--- src/rtl/button_ctrl.sv ---
// button_ctrl: debounced left/right move keys with auto-repeat.
// Each raw key is synchronized, debounced into a stable level (held),
// and drives a small FSM that emits a first move strobe followed by
// auto-repeat strobes while the key stays held. A strobe is only
// forwarded to its output when the opposite key is released, so the
// game logic never sees both directions at once.
module button_ctrl #(
    parameter int unsigned DEBOUNCE_CYCLES = 4,
    parameter int unsigned REPEAT_DELAY    = 20,
    parameter int unsigned REPEAT_PERIOD   = 2
) (
    input  logic       button_clk,
    input  logic       rst_n,
    input  logic       key_left_n,
    input  logic       key_right_n,
    output logic       button_left,
    output logic       button_right,
    output logic [1:0] held
);

    typedef enum logic [1:0] {
        S_IDLE,
        S_FIRST,
        S_DELAY,
        S_REPEAT
    } state_t;

    localparam logic [15:0] DB_LAST    = 16'(DEBOUNCE_CYCLES - 1);
    localparam logic [15:0] RPT_DELAY  = 16'(REPEAT_DELAY);
    localparam logic [15:0] RPT_PERIOD = 16'(REPEAT_PERIOD);

    // Index 0 is the left key, index 1 the right key.
    logic [1:0] w_key_n;
    logic [1:0] w_db;
    logic [1:0] w_strobe;
    logic       r_button_left;
    logic       r_button_right;

    assign w_key_n = {key_right_n, key_left_n};

    for (genvar k = 0; k < 2; k++) begin : g_key
        logic        r_sync1;
        logic        r_sync2;
        logic        r_db;
        logic [15:0] r_db_cnt;
        state_t      r_state;
        state_t      w_state_next;
        logic [15:0] r_timer;
        logic [15:0] w_timer_next;
        logic [15:0] w_timer_inc;
        logic        w_strobe_next;
        logic        w_s_pressed;

        // Two-flop synchronizer for the asynchronous raw key; resets to released.
        always_ff @(posedge button_clk or negedge rst_n) begin
            if (!rst_n) begin
                r_sync1 <= 1'b1;
                r_sync2 <= 1'b1;
            end else begin
                // NOTE: non-blocking assignments let r_sync2 take the old r_sync1,
                // giving a true two-stage shift instead of a single flop.
                r_sync1 <= w_key_n[k];
                r_sync2 <= r_sync1;
            end
        end

        assign w_s_pressed = ~r_sync2;

        // Debounce: accept a new level after DEBOUNCE_CYCLES consecutive disagreeing samples.
        always_ff @(posedge button_clk or negedge rst_n) begin
            if (!rst_n) begin
                r_db     <= 1'b0;
                r_db_cnt <= '0;
            end else if (w_s_pressed != r_db) begin
                if (r_db_cnt == DB_LAST) begin
                    r_db     <= ~r_db;
                    r_db_cnt <= '0;
                end else begin
                    r_db_cnt <= r_db_cnt + 16'd1;
                end
            end else begin
                r_db_cnt <= '0;
            end
        end

        assign w_timer_inc = r_timer + 16'd1;

        // Repeat FSM next-state logic; w_strobe_next is the strobe for the coming cycle.
        always_comb begin
            // NOTE: every output gets a default first so no path can infer a latch.
            w_state_next  = r_state;
            w_timer_next  = r_timer;
            w_strobe_next = 1'b0;
            if (!r_db) begin
                // Release wins from any state and never emits a strobe.
                w_state_next = S_IDLE;
                w_timer_next = '0;
            end else begin
                unique case (r_state)
                    S_IDLE: begin
                        w_state_next  = S_FIRST;
                        w_strobe_next = 1'b1;
                        w_timer_next  = '0;
                    end
                    S_FIRST: begin
                        w_state_next = S_DELAY;
                        w_timer_next = 16'd1;
                    end
                    S_DELAY: begin
                        // >= keeps a delay of 1 from stalling, since FIRST preloads 1.
                        if (w_timer_inc >= RPT_DELAY) begin
                            w_state_next  = S_REPEAT;
                            w_strobe_next = 1'b1;
                            w_timer_next  = '0;
                        end else begin
                            w_timer_next = w_timer_inc;
                        end
                    end
                    S_REPEAT: begin
                        if (w_timer_inc >= RPT_PERIOD) begin
                            w_strobe_next = 1'b1;
                            w_timer_next  = '0;
                        end else begin
                            w_timer_next = w_timer_inc;
                        end
                    end
                    default: begin
                        w_state_next = S_IDLE;
                        w_timer_next = '0;
                    end
                endcase
            end
        end

        // Repeat FSM state and timer registers.
        always_ff @(posedge button_clk or negedge rst_n) begin
            if (!rst_n) begin
                r_state <= S_IDLE;
                r_timer <= '0;
            end else begin
                r_state <= w_state_next;
                r_timer <= w_timer_next;
            end
        end

        assign w_db[k]     = r_db;
        assign w_strobe[k] = w_strobe_next;
    end

    // Registered active-low strobes; a strobe needs the opposite key released,
    // and it needs its own key pressed, so both outputs can never be low together.
    always_ff @(posedge button_clk or negedge rst_n) begin
        if (!rst_n) begin
            r_button_left  <= 1'b1;
            r_button_right <= 1'b1;
        end else begin
            r_button_left  <= ~(w_strobe[0] & ~w_db[1]);
            r_button_right <= ~(w_strobe[1] & ~w_db[0]);
        end
    end

    assign button_left  = r_button_left;
    assign button_right = r_button_right;
    assign held         = w_db;

endmodule

--- config.mk ---
export PLATFORM = sky130hd
export DESIGN_NAME = button_ctrl
export DESIGN_NICKNAME = d
export VERILOG_FILES = /design/src/rtl/button_ctrl.sv
export SDC_FILE = /design/constraint.sdc
export NUM_CORES = 1
export LEC_CHECK = 0
export BUFFER_PORTS_ARGS = -buffer_cell sky130_fd_sc_hd__clkbuf_2
export CORE_UTILIZATION = 50
export CTS_CLUSTER_DIAMETER = 120
export DETAILED_ROUTE_END_ITERATION = 7
export GPL_TIMING_DRIVEN = 1
export HOLD_SLACK_MARGIN = 0.1
export PLACE_DENSITY = 0.64
export SYNTH_ARGS = -nofsm -noshare
export SYNTH_HDL_FRONTEND = slang
export SYNTH_SLANG_ARGS = --single-unit
--- constraint.sdc ---
create_clock -name button_clk -period 3.5 [get_ports button_clk]
set_clock_uncertainty 0.05 [all_clocks]
set_input_delay 0.35 -clock button_clk [delete_from_list [all_inputs] [get_ports button_clk]]
set_output_delay 0.35 -clock button_clk [all_outputs]
set_load 0.05 [all_outputs]
## Yosys cells after proc, flatten, opt, wreduce, memory -nomap -nowiden

Index checks and enable logic that the tools add are counted.

- Word-level logic and storage cells: 76
- Input port bits: 4
- Output and inout bits: 4
- Register bits: 76

- Mux-type cells: 26
- Order comparisons: 4
- $add $sub $neg: 4
- Bitwise operators: 8
- Eq/ne operators: 14
- Reductions and logical operators: 6

Operators with widths:

| kind | count |
|---|---|
| two-way mux 16 bit | 10 |
| case mux 16 bit (4 select lines) | 2 |
| adder 16 x 1 -> 16 bit, second input constant | 4 |
| equality test 16 x 2 -> 1 bit, second input constant | 2 |
| greater-or-equal comparator 16 x 2 -> 1 bit, second input constant | 2 |
| greater-or-equal comparator 16 x 5 -> 1 bit, second input constant | 2 |
| case mux 2 bit (3 select lines) | 2 |
| equality test 2 bit, second input constant | 4 |
| two-way mux 2 bit | 4 |
| inequality test 4 x 1 -> 1 bit, second input constant | 2 |
| AND reduction 2 bit | 4 |
| two-way mux 1 bit | 6 |
| inequality test 3 bit, second input constant | 2 |
| NOT 1 bit | 6 |
| case mux 1 bit (3 select lines) | 2 |
| equality test 2 x 1 -> 1 bit, second input constant | 2 |
| zero test 2 bit | 2 |
| bitwise AND 1 bit | 2 |
| inequality test 1 bit | 2 |

## Logic depth before layout (Yosys ltp)

Gate-level depths: netlist (run 1).

- Depth in word-level cells: 7
- Mapped depth: 9
- Mapped depth without buffers: 8

## Worst setup path before layout (run 1)

Ideal clock, no wire load.

- Path type: register -> register
- Start point: register g_key[1].r_timer[0]
- End point: register g_key[1].r_state[1]
- Stages on the path, launching flop included: 9
- Data arrival time: 1.962 ns
- Setup time: 0.101 ns
- Clock period less this slack: 2.113 ns
- Slack: 1.387 ns
- Cell sequence: dfrtp_1 -> ha_1 -> and4_1 -> a311oi_1 -> a41o_1 -> o21ai_1 -> nor4b_2 -> nor2b_1 -> o32ai_1

- Cells in the longest elaborated chain, start to end: 4

Ends and longest elaborated chain:

| what | RTL line | RTL |
|---|---|---|
| start: declaration | 48 | `logic [15:0] r_timer;` |
| start signal: assignment | 142 | `r_timer <= w_timer_next;` |
| adder 16 x 1 -> 16 bit | 86 | `assign w_timer_inc = r_timer + 16'd1;` |
| greater-or-equal comparator 16 x 5 -> 1 bit | 111 | `if (w_timer_inc >= RPT_DELAY) begin` |
| inequality test 3 bit (no source line) | -- |  |
| AND reduction 2 bit (no source line) | -- |  |
| end signal: assignment | 141 | `r_state <= w_state_next;` |
| end: declaration | 46 | `state_t r_state;` |

No other way between the ends.
A chain may end at the register's enable or synchronous reset.

## Worst setup path in the final report (run 1)

Ends and elaborated chain as after synthesis.

==> impl_metrics.env, run 1 <==
export IMPL_status="complete, no violations"
export IMPL_clockRootBuffer="clkbuf_8"
export IMPL_setup_viol=0
export IMPL_synth_top_area_share_pct=44.70
export IMPL_drt_antenna_violating_nets=0
export IMPL_fmax_ghz=0.4185
export IMPL_power_density_mw_per_mm2=518.3
export IMPL_worst_pin_slew_ns=0.9451
export IMPL_grt_setup_unrepaired="false"
export IMPL_grt_pass1_wl_um=12100
export IMPL_via_per_inst=5.359
export IMPL_synth_edf_count=0
export IMPL_track_usage_pct=18.32
export IMPL_fin_ws_ns=1.111
export IMPL_slew_headroom_pct=37.00
export IMPL_drive_above_1_share_pct=9.836
export IMPL_grt_pass1_vias=2679
export IMPL_crit_arrival_ns=2.59
export IMPL_slowest_stage="dfrtp_1"
export IMPL_start_kind="flip-flop"
export IMPL_first_pass_iters=4
export IMPL_fp_dieH_um=90.53
export IMPL_cts_buffers=9
export IMPL_wl_per_cell_um=12.90
export IMPL_finalNetCount=440
export IMPL_crit_fanout=7
export IMPL_cts_sinks=76
export IMPL_post_dp_hpwl_um=4560
export IMPL_dp_slack_ns=1.156
export IMPL_synth_seq_cells=76
export IMPL_async_flop_share_pct=100.0
export IMPL_num_vias=2819
export IMPL_fin_crit_sh_pct=68.27
export IMPL_htreeDepth=3
export IMPL_die_w_um=90.53
export IMPL_start_util_pct=52.90
export IMPL_tritoncts="built"
export IMPL_crit_type="reg2reg"
export IMPL_diodes=0
export IMPL_gp_congestion=0.8531
export IMPL_dieArea_mm2=0.008196
export IMPL_io_pins=8
export IMPL_drc=0
export IMPL_hold_violations=0
export IMPL_syn_inst=394
export IMPL_synth_top_area_cell="dfrtp_1"
export IMPL_rrSetupSlack_ns=1.11
export IMPL_core_area_mm2=0.007408
export IMPL_dp_cells=508
export IMPL_instances_no_fill=526
export IMPL_crit_required_ns=3.71
export IMPL_synthFlopType="dfrtp_1"
export IMPL_yosysSeqAreaShare_pct=48.72
export IMPL_period_needed_ns=2.389
export IMPL_reg2reg_depth=8
export IMPL_min_path_type="in2async"
export IMPL_synth_area_leaders="dfrtp_1, nor2_1, ha_1"
export IMPL_slowest_delay_ns=0.45
export IMPL_clockBufferDepth=2
export IMPL_ys_warn_count=0
export IMPL_drt_iter0_markers=112
export IMPL_slew_viol_final=0
export IMPL_cts_setup_buffers=0
export IMPL_cts_clk_slew_worst_paths_ns=0.08
export IMPL_placementRows=31
export IMPL_syn_cell_area_mm2=0.003919
export IMPL_path_cells="ha_1, and4_1, a311oi_1, a41o_1, o21ai_1, nor4b_2, nor2b_1, o32ai_1"
export IMPL_antenna_found_initial=0
export IMPL_cp_end_kind="flip-flop"
export IMPL_area_growth_pct=9.738
export IMPL_grt_max_degree=77
export IMPL_final_setup_tns_ns=0
export IMPL_wl_um=6787
export IMPL_p_leak_nw=1.857
export IMPL_port_buffers=7
export IMPL_grt_overflow=0
export IMPL_maxCapViolations=0
export IMPL_synth_cell_types=58
export IMPL_clk_latency_ns=0.35
export IMPL_avgSynthCellArea_um2=9.946
export IMPL_ir_drop_mv=0.3970
state kept, by name (all words and copies together), names as in the netlist:
name / flops
g_key.r_sync1: 2
g_key.r_sync2: 2
button_right: 1
g_key.r_timer: 32
g_key.r_db: 2
g_key.r_db_cnt: 32
button_left: 1
g_key.r_state: 4
power by group:
part	leakage, nW	total (W)	switching (W)	internal (W)
logic	0.780	0.000470	0.000307	0.000163
clock network	0.0975	0.000682	0.000345	0.000337
registers	0.980	0.00108	0.000110	0.000968
cell usage in the layout, fill, tap and decap left out, types with 2 or more instances in the layout:
master,instances
nor3b_1,6
o211ai_1,3
o21ai_0,13
and3_1,13
dfstp_2,6
nand2b_1,2
or2_2,3
nor3_1,4
a21oi_1,11
or3_1,11
xnor2_1,14
a31oi_1,5
o2111ai_1,2
nand2_1,32
ha_1,14
clkbuf_8,9
dfrtp_1,70
a21o_1,2
nand3_1,20
inv_1,11
dlygate4sd3_1,2
nand4b_1,2
xor2_1,20
and2_1,5
a211oi_1,2
nand3_2,2
nor4_1,7
nor2_1,49
nor4b_1,2
conb_1,22
o21ai_1,3
nand4_1,14
mux2i_1,5
clkinv_4,2
and4_1,4
a41oi_1,2
inv_6,2
clkbuf_2,6
per-layer routing:
| metal | vias up | wire [um] | GRT usage (%) |
|---|---|---|---|
| li1 | 1439 | - | - |
| met1 | 1329 | 3485 | 24.72 |
| met2 | 44 | 3043 | 28.54 |
| met3 | 7 | 175 | 3.283 |
| met4 | 0 | 82 | 8.871 |
| met5 | - | 0 | 0 |
path summary, 6_finish.rpt:
path / from / endpoint
max: g_key[1].r_timer[0] / g_key[1].r_state[1]
min: rst_n / g_key[0].r_timer[8]
max reg2reg: g_key[1].r_timer[0] / g_key[1].r_state[1]
min reg2reg: g_key[0].r_sync1 / g_key[0].r_sync2
max in group asynchronous: rst_n / g_key[0].r_db_cnt[2]
min in group button_clk: g_key[0].r_sync1 / g_key[0].r_sync2
cells in the mapped netlist (11+ instances only):
| cell | number |
|---|---|
| ha_1 | 14 |
| nand4_1 | 14 |
| nand2_1 | 32 |
| nor2_1 | 49 |
| a21oi_1 | 11 |
| xor2_1 | 20 |
| and3_1 | 13 |
| nand3_1 | 20 |
| or3_1 | 11 |
| dfrtp_1 | 70 |
| o21ai_0 | 13 |
| xnor2_1 | 14 |
| inv_1 | 11 |
repair_timing:
| item | CTS | global route |
|---|---|---|
| gates resized for setup | 0 | 0 |
| hold buffers | 2 | 0 |
| endpoints found under the hold margin | 2 | 0 |
critical path: cells and delay by family, from the launching register on:
kind | cells | cell delay [ns]
flip-flops | 1 | 0.45
AND/OR/NAND/NOR | 3 | 0.70
AO/OA/AOI/OAI | 4 | 0.78
adder cells (fa/ha/maj) | 1 | 0.31
kinds of logic (layout without fill, tap and decap cells):
family,count (synthesis),in the layout,synth area share (%)
simple gates,186,186,25.86
flops,76,76,48.72
compound gates,54,54,8.908
xor+xnor,34,34,7.599
buf+inv,24,36,3.065
fa+ha+maj,14,14,4.470
mux,5,5,1.277
other cells,1,22,0.09569
final cells by class:
type	count	area [um^2]
multi-input combinational	315	1968
clock inverter	6	72.57
tap	99	123.9
inverter	11	41.29
clock buffer	10	127.6
fill	639	3108
sequential	76	1909
timing repair buffer	9	57.56
stage by stage:
step / hold slack, ns / util, % / power [W] / instance area (um^2)
global placement: 0.2964 / 55.08 / 0.001558 / 4080
detailed placement: 0.2988 / 55.08 / 0.001564 / 4080
floorplan: 0.004409 / - / 0.001466 / 3998
global route: 0.1872 / 58.05 / 0.002363 / 4300
finish: 0.05848 / 58.05 / 0.002229 / 4300
CTS: 0.1270 / 58.05 / 0.002256 / 4300
Note: power is estimated with default switching activity, not from simulation.
==> inputs of run 2 (changes only) <==
Settings changed: PLACE_DENSITY 0.64 to 0.66.
Clock period 3.5 ns to 2 ns, I/O delays scaled along.
==> impl_metrics.env, run 2 (synthesis gave the netlist of run 1 again) <==
export IMPL_wl_per_cell_um=13.11
export IMPL_track_usage_pct=20.61
export IMPL_finalNetCount=489
export IMPL_clk_latency_ns=0.35
export IMPL_tritoncts="built"
export IMPL_start_util_pct=52.90
export IMPL_cp_end_kind="flip-flop"
export IMPL_slew_viol_final=0
export IMPL_cts_sinks=76
export IMPL_top_layer="met4"
export IMPL_first_pass_iters=4
export IMPL_clock_power_share_pct=31.6
export IMPL_grt_setup_unrepaired="true"
export IMPL_fin_ws_ns=-0.1272
export IMPL_total_power_w=0.004174
export IMPL_grt_pass1_wl_um=13530
export IMPL_post_dp_hpwl_um=5127
export IMPL_crit_fanout=4
export IMPL_diodes=0
export IMPL_gp_congestion=0.7814
export IMPL_r2r_end="g_key[0].r_timer[2]"
export IMPL_instances_no_fill=575
export IMPL_final_cell_mix="dfrtp_1, nor2_1, buf_4"
export IMPL_antenna_found_initial=0
export IMPL_crit_arrival_ns=2.35
export IMPL_ir_drop_mv=0.6794
export IMPL_p_seq_share_pct=45.1
export IMPL_power_density_mw_per_mm2=858.1
export IMPL_violations="negative setup slack"
export IMPL_crit_type="reg2reg"
export IMPL_start_kind="flip-flop"
export IMPL_status="finished with violations"
export IMPL_grt_pass1_vias=3038
export IMPL_wl_met1_um=3739
export IMPL_switching_share_pct=32.30
export IMPL_num_vias=3034
export IMPL_io_pins=8
export IMPL_wl_um=7538
export IMPL_dieArea_mm2=0.008196
export IMPL_via_per_inst=5.277
export IMPL_fp_dieH_um=90.53
export IMPL_nFillCells=618
export IMPL_power_switching_w=0.001348
export IMPL_cts_clk_slew_worst_paths_ns=0.08
export IMPL_reg2reg_depth=9
export IMPL_grt_overflow=0
export IMPL_period_needed_ns=2.127
export IMPL_clockRootBuffer="clkbuf_8"
export IMPL_drc=0
export IMPL_clockBufferDepth=2
export IMPL_drt_antenna_violating_nets=0
export IMPL_setup_viol=13
export IMPL_min_path_type="in2async"
export IMPL_wl_met3_um=170
export IMPL_drt_iter0_markers=148
export IMPL_drive_above_1_share_pct=23.95
export IMPL_final_common_cell="dfrtp_1"
export IMPL_cts_buffers=9
export IMPL_core_area_mm2=0.007408
export IMPL_hold_violations=0
export IMPL_dp_cells=549
export IMPL_route_met2_wl_um=3471
export IMPL_fmax_ghz=0.4701
export IMPL_fin_crit_sh_pct=106.4
export IMPL_share_comb_of_total_power_pct=23.3
export IMPL_die_w_um=90.53
export IMPL_crit_required_ns=2.23
export IMPL_port_buffers=7
export IMPL_rrSetupSlack_ns=-0.13
export IMPL_intPower_w=0.002826
export IMPL_regToRegStartpoint="g_key[0].r_timer[1]"
export IMPL_htreeDepth=3
export IMPL_p_leak_nw=2.169
export IMPL_area_growth_pct=24.14
export IMPL_placementRows=31
export IMPL_grt_max_degree=52
export IMPL_reg_top3="g_key.r_db_cnt x32, g_key.r_timer x32, g_key.r_state x4"
export IMPL_maxCapViolations=0
run 2: changes by cell type in the layout (fill, tap and decap cells not counted), moves of 3 or more:
cell     change
a31oi_2      +3
a31oi_1      -4
and4_1       -3
buf_4       +45
run 2: cell type report:
cell class	instances	area, um^2	area share, %
tap	99	123.9	2.546
clock inverter	5	83.83	1.723
timing repair buffer	58	447.9	9.208
clock buffer	11	141.4	2.906
inverter	11	41.29	0.8488
sequential	76	1912	39.30
multi-input combinational	315	2115	43.47
run 2: what timing repair did:
item,CTS,global route
buffers inserted,5,2
gates cloned,0,0
resized for setup,18,11
hold buffers,3,0
pin swaps,14,6
endpoints found under the hold margin,63,0
setup endpoints to repair,16,16
run 2: stage by stage:
stage | util [%] | setup TNS [ns] | hold slack (ns) | instance area, um^2 | worst slack, ns
2_1_floorplan | - | -0.09036 | -0.1456 | 4040 | -0.03024
3_3_place_gp | 59.92 | -0.7182 | 0.08724 | 4439 | -0.1059
3_5_place_dp | 59.92 | -1.632 | 0.09224 | 4439 | -0.1480
4_1_cts | 64.94 | -0.8650 | 0.2556 | 4811 | -0.09411
5_1_grt | 65.66 | -3.154 | 0.2748 | 4865 | -0.2602
6_report | 65.66 | -1.098 | 0.2496 | 4865 | -0.1272
run 2: how the worst max path moves through the flow:
stage | startpoint | to | slack [ns] | cells past startpoint
final | g_key[0].r_timer[1] | g_key[0].r_timer[2] | -0.13 | 9
after detailed placement | g_key[1].r_timer[0] | g_key[1].r_state[1] | -0.15 | 8
after global placement | g_key[1].r_timer[2] | g_key[1].r_state[1] | -0.11 | 7
after floorplan | g_key[0].r_timer[0] | g_key[0].r_state[0] | -0.03 | 9
after CTS | g_key[0].r_timer[1] | g_key[0].r_state[1] | -0.09 | 9
after global routing | g_key[0].r_timer[1] | g_key[0].r_timer[1] | -0.26 | 9
run 2: power groups by stage:
stage                     Sequential, W  Combinational, W  Clock (W)
final                           0.00188          0.000971    0.00132
after global routing            0.00191           0.00109    0.00143
after global placement          0.00190          0.000921          0
after detailed placement        0.00191          0.000933          0
after floorplan                 0.00190          0.000668          0
after CTS                       0.00188          0.000965    0.00135
run 2: routing by layer:
layer  vias up  track usage [%]
met2        39            32.83
met4         0            9.543
met3        11            3.451
met5         -                0
met1      1454            27.51
li1       1530                -
run 2: worst max-delay path: stages, from the launching register on:
cell and delay (ns):
dfrtp_1 0.38, buf_4 0.13, nand2_1 0.06, or3_4 0.35
mux2i_1 0.17, nand4_1 0.17, nor4_4 0.33, buf_4 0.19
nand4b_4 0.13, nor2_1 0.11
==> inputs of run 3 (changes only) <==
Settings changed: CORE_UTILIZATION 50 to 40, PLACE_DENSITY 0.66 to 0.55, SLEW_MARGIN set to 5.
==> impl_metrics.env, run 3 (synthesis gave the netlist of run 1 again) <==
export IMPL_track_usage_pct=16.64
export IMPL_maxCapViolations=0
export IMPL_finalNetCount=500
export IMPL_cts_clk_slew_worst_paths_ns=0.07
export IMPL_fmax_ghz=0.4759
export IMPL_clk_latency_ns=0.35
export IMPL_num_vias=3034
export IMPL_start_util_pct=41.82
export IMPL_slew_viol_final=0
export IMPL_fin_ws_ns=-0.1013
export IMPL_htreeDepth=3
export IMPL_setup_viol=9
export IMPL_gp_congestion=0.8161
export IMPL_period_needed_ns=2.101
export IMPL_dieArea_mm2=0.01020
export IMPL_power_density_mw_per_mm2=789.2
export IMPL_seq_area_mm2=0.001914
export IMPL_crit_family="simple AND/OR/NAND/NOR gates"
export IMPL_total_power_w=0.003932
export IMPL_drc=0
export IMPL_place_area_mm2=0.004522
export IMPL_fp_dieH_um=101.0
export IMPL_crit_required_ns=2.22
export IMPL_slew_headroom_pct=66.18
export IMPL_diodes=0
export IMPL_crit_fanout=4
export IMPL_fin_crit_sh_pct=105.1
export IMPL_clockRootBuffer="clkbuf_8"
export IMPL_final_cell_mix="dfrtp_1, buf_4, nor2_1"
export IMPL_cts_buffers=9
export IMPL_wl_um=7664
export IMPL_grt_max_degree=40
export IMPL_placementRows=35
export IMPL_final_common_cell="dfrtp_1"
export IMPL_slowest_delay_ns=0.41
export IMPL_worst_pin_slew_ns=0.5073
export IMPL_drive_above_1_share_pct=27.52
export IMPL_grt_overflow=0
export IMPL_crit_arrival_ns=2.33
export IMPL_path_cells="nand3_2, or3_4, mux2i_1, nand4_1, nor4_4, buf_4, nand4b_4, nor2_1"
export IMPL_die_w_um=101.0
export IMPL_cts_sinks=76
export IMPL_post_dp_hpwl_um=5376
export IMPL_core_area_mm2=0.009371
export IMPL_port_buffers=7
export IMPL_stdcell_area_mm2=0.004982
export IMPL_via_per_inst=4.925
export IMPL_drt_iter0_markers=91
export IMPL_grt_pass1_wl_um=13100
export IMPL_violations="negative setup slack"
export IMPL_tritoncts="built"
export IMPL_nFillCells=867
export IMPL_min_path_type="reg2reg"
export IMPL_p_leak_nw=2.210
export IMPL_grt_setup_unrepaired="true"
export IMPL_start_kind="flip-flop"
export IMPL_grt_pass1_vias=2840
export IMPL_antenna_found_initial=0
export IMPL_wl_per_cell_um=12.44
export IMPL_reg_top3="g_key.r_db_cnt x32, g_key.r_timer x32, g_key.r_state x4"
export IMPL_first_pass_iters=4
export IMPL_drt_antenna_violating_nets=0
export IMPL_crit_type="reg2reg"
export IMPL_ir_drop_mv=0.7280
export IMPL_cp_end_kind="flip-flop"
export IMPL_status="finished with violations"
export IMPL_path_buf_inv=1
export IMPL_io_pins=8
export IMPL_clockBufferDepth=2
export IMPL_multi_input_area_mm2=0.002175
export IMPL_area_growth_pct=27.14
export IMPL_slowest_stage="dfrtp_1"
export IMPL_hold_violations=0
## run 3: cell types whose count changed in the layout (fill, tap and decap cells not counted), sizes merged
| cell | change |
|---|---|
| bufinv | -2 |
| clkinvlp | -1 |
| buf | +11 |
| clkinv | +4 |
| clkbuf | -1 |
## run 3: power by group
part           leakage (nW)  switching, W  internal, W
combinational          1.15      0.000621     0.000403
sequential            0.974      0.000192      0.00169
clock                0.0864      0.000571     0.000451
total                  2.21       0.00138      0.00255
## run 3: final timing paths
check / start / end / slack (ns) / cells past startpoint
worst max-delay path: g_key[0].r_timer[2] / g_key[0].r_timer[3] / -0.10 / 8
worst min-delay path: g_key[0].r_sync1 / g_key[0].r_sync2 / 0.31 / 0
worst max register to register: g_key[0].r_timer[2] / g_key[0].r_timer[3] / -0.10 / 8
worst min register to register: g_key[0].r_sync1 / g_key[0].r_sync2 / 0.31 / 0
max in group asynchronous: rst_n / g_key[0].r_sync1 / 0.95 / 3
min in group asynchronous: rst_n / g_key[0].r_timer[0] / 0.32 / 2
## run 3: layer usage
metal	up-vias	track usage [%]	part of all wire [%]
li1	1558	-	-
met5	-	0	0
met4	0	5.463	1.4
met3	11	4.438	2.9
met1	1436	22.71	51
met2	29	25.71	45
## run 3: final cells by class
type                    instances  share of cell area, %
flip-flops and latches         76                  38.42
well taps                     129                  3.240
repair buffers                 69                  10.50
clock inverters                 6                 0.8036
multi-input cells             315                  43.65
inverters                      11                 0.8287
clock buffers                  10                  2.562
## run 3: stage by stage
stage / utilization, % / setup WS [ns] / hold WS (ns) / instances / setup TNS, ns
6_report: 53.16 / -0.1013 / 0.3092 / 616 / -0.6824
5_1_grt: 53.16 / -0.2237 / 0.3113 / 616 / -2.263
4_1_cts: 51.48 / -0.1224 / 0.3100 / 610 / -0.8328
3_5_place_dp: 48.25 / -0.1755 / 0.1689 / 585 / -1.420
3_3_place_gp: 48.25 / -0.09392 / 0.1668 / 585 / -0.7879
2_1_floorplan: - / -0.03024 / -0.1456 / 415 / -0.09036
## run 3: timing repair
| action | in CTS | in global routing |
|---|---|---|
| setup endpoints to repair | 16 | 16 |
| gates resized for setup | 14 | 27 |
| hold buffers | 3 | 0 |
| pin swaps | 16 | 22 |
| endpoints found under the hold margin | 36 | 0 |
| setup buffers | 6 | 6 |
